**config.mk**
```make
export PLATFORM = sky130hd
export DESIGN_NAME = lector_salidas
export DESIGN_NICKNAME = d
export VERILOG_FILES = /design/src/rtl/lector_salidas_pkg.sv /design/src/rtl/rr_sel4.sv /design/src/rtl/lector_salidas.sv
export SDC_FILE = /design/constraint.sdc
export NUM_CORES = 1
export LEC_CHECK = 0
export ABC_AREA = 0
export CORE_MARGIN = 8
export CORE_UTILIZATION = 45
export DETAILED_ROUTE_END_ITERATION = 10
export HOLD_SLACK_MARGIN = 0.12
export PLACE_DENSITY_LB_ADDON = 0.05
export RECOVER_POWER = 25
export SLEW_MARGIN = 30
export SYNTH_ARGS = -nofsm -noshare
export SYNTH_HDL_FRONTEND = slang
export SYNTH_SLANG_ARGS = --single-unit
```
**constraint.sdc**
```tcl
create_clock -name clk -period 3.9 [get_ports clk]
set_input_delay 0.78 -clock clk [delete_from_list [all_inputs] [get_ports clk]]
set_output_delay 0.78 -clock clk [all_outputs]
set_load 0.02 [all_outputs]
```
**src/rtl/lector_salidas_pkg.sv**
```systemverilog
// Shared definitions for the output-FIFO drain reader: word layout and FSM encoding.
package lector_salidas_pkg;

  localparam int WORD_SIZE = 10;
  localparam int NUM_PORTS = 4;

  // Destination field occupies the top DEST_W bits of every word
  localparam int DEST_W   = 2;
  localparam int DEST_MSB = WORD_SIZE - 1;
  localparam int DEST_LSB = WORD_SIZE - DEST_W;

  typedef enum logic [1:0] {
    ST_IDLE = 2'd0,
    ST_READ = 2'd1,
    ST_SEND = 2'd2
  } state_t;

endpackage

```
**src/rtl/rr_sel4.sv**
```systemverilog
// Four-way round-robin grant: the search starts at last_port+1 and wraps.
module rr_sel4 (
  input  logic [3:0] req,
  input  logic [1:0] last_port,
  output logic [1:0] grant,
  output logic       any_req
);

  logic       found;
  logic [1:0] idx;

  always_comb begin
    grant = last_port;
    found = 1'b0;
    idx   = '0;
    for (int i = 1; i <= 4; i++) begin
      idx = last_port + 2'(i);
      if (!found && req[idx]) begin
        grant = idx;
        found = 1'b1;
      end
    end
  end

  assign any_req = |req;

endmodule

```
**src/rtl/lector_salidas.sv**
```systemverilog
// Drains four output FIFOs round-robin onto one valid/ready stream, tagging the
// source port, counting delivered words per port and flagging destination mismatches.
module lector_salidas
  import lector_salidas_pkg::*;
#(
  parameter int FIFO_WORD_SIZE = WORD_SIZE,
  parameter int CNT_WIDTH      = 8
) (
  input  logic                      clk,
  input  logic                      reset,
  input  logic                      empty_p0,
  input  logic                      empty_p1,
  input  logic                      empty_p2,
  input  logic                      empty_p3,
  input  logic [FIFO_WORD_SIZE-1:0] data_in_0,
  input  logic [FIFO_WORD_SIZE-1:0] data_in_1,
  input  logic [FIFO_WORD_SIZE-1:0] data_in_2,
  input  logic [FIFO_WORD_SIZE-1:0] data_in_3,
  output logic                      pop_p0,
  output logic                      pop_p1,
  output logic                      pop_p2,
  output logic                      pop_p3,
  output logic [FIFO_WORD_SIZE-1:0] data_out,
  output logic                      valid_out,
  input  logic                      ready_in,
  output logic [1:0]                port_out,
  output logic [CNT_WIDTH-1:0]      count_p0,
  output logic [CNT_WIDTH-1:0]      count_p1,
  output logic [CNT_WIDTH-1:0]      count_p2,
  output logic [CNT_WIDTH-1:0]      count_p3,
  output logic                      dest_err
);

  localparam int DMSB = FIFO_WORD_SIZE - 1;
  localparam int DLSB = FIFO_WORD_SIZE - DEST_W;

  state_t                    state_reg, state_next;
  logic [1:0]                last_port_reg;
  logic [1:0]                grant_reg;
  logic [FIFO_WORD_SIZE-1:0] data_out_reg;
  logic [1:0]                port_out_reg;
  logic                      dest_err_reg;
  logic [CNT_WIDTH-1:0]      count_reg [NUM_PORTS];

  logic [3:0]                req;
  logic [1:0]                grant;
  logic                      any_req;
  logic                      issue_pop;
  logic                      deliver;
  logic [3:0]                pop_vec;
  logic [FIFO_WORD_SIZE-1:0] data_in_arr [NUM_PORTS];
  logic [FIFO_WORD_SIZE-1:0] captured;

  assign req = ~{empty_p3, empty_p2, empty_p1, empty_p0};

  assign data_in_arr[0] = data_in_0;
  assign data_in_arr[1] = data_in_1;
  assign data_in_arr[2] = data_in_2;
  assign data_in_arr[3] = data_in_3;

  rr_sel4 u_rr_sel4 (
    .req       (req),
    .last_port (last_port_reg),
    .grant     (grant),
    .any_req   (any_req)
  );

  // FIFO read data is only valid in READ, for the port popped the cycle before
  assign captured = data_in_arr[grant_reg];
  assign deliver  = (state_reg == ST_SEND) && ready_in;

  always_comb begin
    state_next = state_reg;
    issue_pop  = 1'b0;
    case (state_reg)
      ST_IDLE: begin
        if (any_req) begin
          issue_pop  = 1'b1;
          state_next = ST_READ;
        end
      end
      ST_READ: begin
        state_next = ST_SEND;
      end
      ST_SEND: begin
        if (ready_in) begin
          if (any_req) begin
            issue_pop  = 1'b1;
            state_next = ST_READ;
          end else begin
            state_next = ST_IDLE;
          end
        end
      end
      default: begin
        state_next = ST_IDLE;
      end
    endcase
  end

  // Pops are combinational and must never fire while reset is held
  genvar gi;
  generate
    for (gi = 0; gi < NUM_PORTS; gi++) begin : g_pop
      assign pop_vec[gi] = issue_pop && !reset && (grant == 2'(gi));
    end
  endgenerate

  assign pop_p0 = pop_vec[0];
  assign pop_p1 = pop_vec[1];
  assign pop_p2 = pop_vec[2];
  assign pop_p3 = pop_vec[3];

  always_ff @(posedge clk or posedge reset) begin
    if (reset) begin
      state_reg     <= ST_IDLE;
      last_port_reg <= 2'd3;
      grant_reg     <= 2'd0;
      data_out_reg  <= '0;
      port_out_reg  <= 2'd0;
      dest_err_reg  <= 1'b0;
    end else begin
      state_reg <= state_next;
      if (issue_pop) begin
        grant_reg <= grant;
      end
      if (state_reg == ST_READ) begin
        data_out_reg  <= captured;
        port_out_reg  <= grant_reg;
        last_port_reg <= grant_reg;
        if (captured[DMSB:DLSB] != grant_reg) begin
          dest_err_reg <= 1'b1;
        end
      end
    end
  end

  generate
    for (gi = 0; gi < NUM_PORTS; gi++) begin : g_cnt
      always_ff @(posedge clk or posedge reset) begin
        if (reset) begin
          count_reg[gi] <= '0;
        end else if (deliver && (port_out_reg == 2'(gi))) begin
          count_reg[gi] <= count_reg[gi] + 1'b1;
        end
      end
    end
  endgenerate

  assign data_out  = data_out_reg;
  assign valid_out = (state_reg == ST_SEND);
  assign port_out  = port_out_reg;
  assign dest_err  = dest_err_reg;
  assign count_p0  = count_reg[0];
  assign count_p1  = count_reg[1];
  assign count_p2  = count_reg[2];
  assign count_p3  = count_reg[3];

endmodule

```
==> flow_summary.toml <==
[outcome]
outcome = "finished clean"

[min_path]
hold_path.class = "flip-flop to flip-flop"

[placed_design]
dp_hpwl_um = 4790
dp_cells = 386
io_buffers = 96
routabilityCongestion = 0.801

[finish]
fin_nets = 372
post-route-util_pct = 67.0
diodes = 0
fill_cells = 456
drive_above_1_share_pct = 9.01
largest_register_ffs = 10
layout.cells.non_filler = 394
syn_to_final_growth_pct = 45.8

[job]
maxCapViolCount = 0

[sta]
final.setup.tns_ns = 0
final.setup_skew_ns = 0.00978
clock.fmax_mhz = 273
tightest_slew_ns = 1.22
whs_ns = 0.466
finalSetupViolCount = 0
hold_viol = 0
min_period_ns = 3.67
drv_slew = 0
fin_crit_sh_pct = 94.1
relSlewSlack_pct = 18.4
rsz0062_at_grt = "false"

[drt]
vias_per_cell = 5.04
drt-initial-drc-count = 59
vias = 1984
post-route-drc-count = 0
ant_nets = 0
routedWlPerCell_um = 15.3
totalWireLength_um = 6040
firstDrtPassIters = 4

[yosys]
yosysTopAreaCell = "dfrtp_1"
ys_top_cells_by_area = "dfrtp_1 (49%), mux4_2 (9.0%), nand2_1 (7.4%)"
syn_avg_cell_area_um2 = 11.2
synth_common_cells = "dfrtp_1 (49), nand2_1 (49), xnor2_1 (19)"
async_flop_share_pct = 100
synth_area_mm2 = 0.00250
synthCells = 223
synth_top_cell_area_share_pct = 49.0
synth_nets = 274
synth.distinct_cells = 34
synthFlopType = "dfrtp_1"
yosysSeqAreaShare_pct = 51.2
synth_edf_count = 0
ys_ff_latch = 51
yosys_warnings = 0

[floorplanning]
initial_utilization_pct = 46.0
core-area_mm2 = 0.00544
die_y_um = 90.5
rows = 27
dieWidth_um = 90.5
io_pins = 97
dieArea_mm2 = 0.00820

[cts]
clockBufferDepth = 2
holdBufCountCts = 0
cts-root-buf = "clkbuf_8"
post_cts_resized = 0
clkLatencyLatePin_ns = 0.30
clock_sinks = 51
cts_tree = "done"
clk_pin_slew_ns = 0.09
cts_made_buffers = 5
htree_levels = 2
post_cts_buffers = 0

[pwr]
clkPwrFrac_pct = 16.8
p_comb_share_pct = 43.1
seq_power_share_pct = 40.1
p_total_uw = 2220
internal_power_uw = 1380
p_leak_uw = 0.00157
swShare_pct = 37.8
p_sw_uw = 839
vdd_drop_max_mv = 0.445
p_per_area_mw_per_mm2 = 609

[critical_path]
worst-path-max-fanout = 5
critPathKind = "input pin to output pin"
critPathLaunchType = "input pin"
cp.required_ns = 3.12
worstSetupEndpointType = "output pin"
crit_arrival_ns = 2.89

[global_route]
grt_pass1_wl_um = 10300
grt_overflow = 0
grtUsageTotal_pct = 15.2
antenna_found_initial = 0
grt_max_degree = 52
grt_pass1_vias = 2080
-- metal layers --
layer	up-vias	part of all wire [%]	wire, um	track usage [%]
met5	-	0	0	0
met4	0	1.2	73	4.02
met3	7	6.3	378	5.32
met2	57	50	3030	25.6
met1	948	42	2560	17.9
li1	972	-	-	-
-- cells by family (layout without fill, tap and decap cells) --
family | after synthesis | count (layout) | synth area share, %
AOI/OAI and AO/OA | 10 | 10 | 2.70
xor gates and xnor gates | 28 | 28 | 9.81
adders and majority gates | 4 | 4 | 2.00
buffers and inverters | 11 | 110 | 1.80
DFF | 51 | 51 | 51.2
muxes | 16 | 16 | 11.7
and+or+nand+nor | 103 | 103 | 20.9
-- power by group through the flow --
stage | registers [uW] | clock network (uW) | logic, uW
final | 890 | 373 | 957
after global routing | 918 | 411 | 1040
after CTS | 891 | 388 | 974
after detailed placement | 900 | 0 | 970
after global placement | 896 | 0 | 955
after floorplan | 949 | 0 | 503
-- per-stage QoR --
step                      area, um2  setup slack, ns
after global placement         3530            0.268
final                          3640            0.231
after detailed placement       3530            0.233
after floorplan                2500            0.669
after global routing           3640            0.105
after CTS                      3650            0.220
-- cells in the final DEF (no fill, tap or decap), types with 2 or more instances in the layout --
master           instances
nand4b_1                 2
nor2_1                   9
nor2b_1                  5
o211ai_1                 2
nand2_1                 49
inv_1                    4
dfrtp_1                 49
and4_1                   2
nand2b_1                 3
xor2_1                   9
nand3_1                 12
clkbuf_8                 5
mux2_2                   5
xnor2_1                 19
nand4_1                  7
dfstp_2                  2
ha_1                     4
nor3_1                   6
and3_1                   2
clkdlybuf4s50_1         95
o21ai_0                  3
mux4_2                  10
-- area by class of cell --
cell class,instances,area [um2],area share [%]
Sequential cell,51,1280,35.1
Multi-Input combinational cell,161,1180,32.3
Timing Repair Buffer,97,966,26.5
Tap cell,72,90.1,2.47
Clock buffer,5,68.8,1.89
Clock inverter,3,46.3,1.27
Inverter,5,18.8,0.515
-- critical path, cell delays in order --
cell and delay [ns]:
clkdlybuf4s50_1 0.47, and4_1 0.26, nor3_4 0.25, or3b_1 0.40
nor2b_1 0.12, clkdlybuf4s50_1 0.62
-- final timing paths --
path / from / end / slack (ns) / cells after the start
max: empty_p3 / pop_p1 / 0.23 / 6
min: count_p1[7] / count_p1[7] / 0.47 / 1
max reg2reg: grant_reg[0] / data_out[1] / 2.23 / 3
min reg2reg: count_p1[7] / count_p1[7] / 0.47 / 1
max in group asynchronous: reset / data_out[1] / 1.81 / 3
min in group asynchronous: reset / count_p0[5] / 1.35 / 3
No activity file was read; power rests on OpenSTA's default activity.
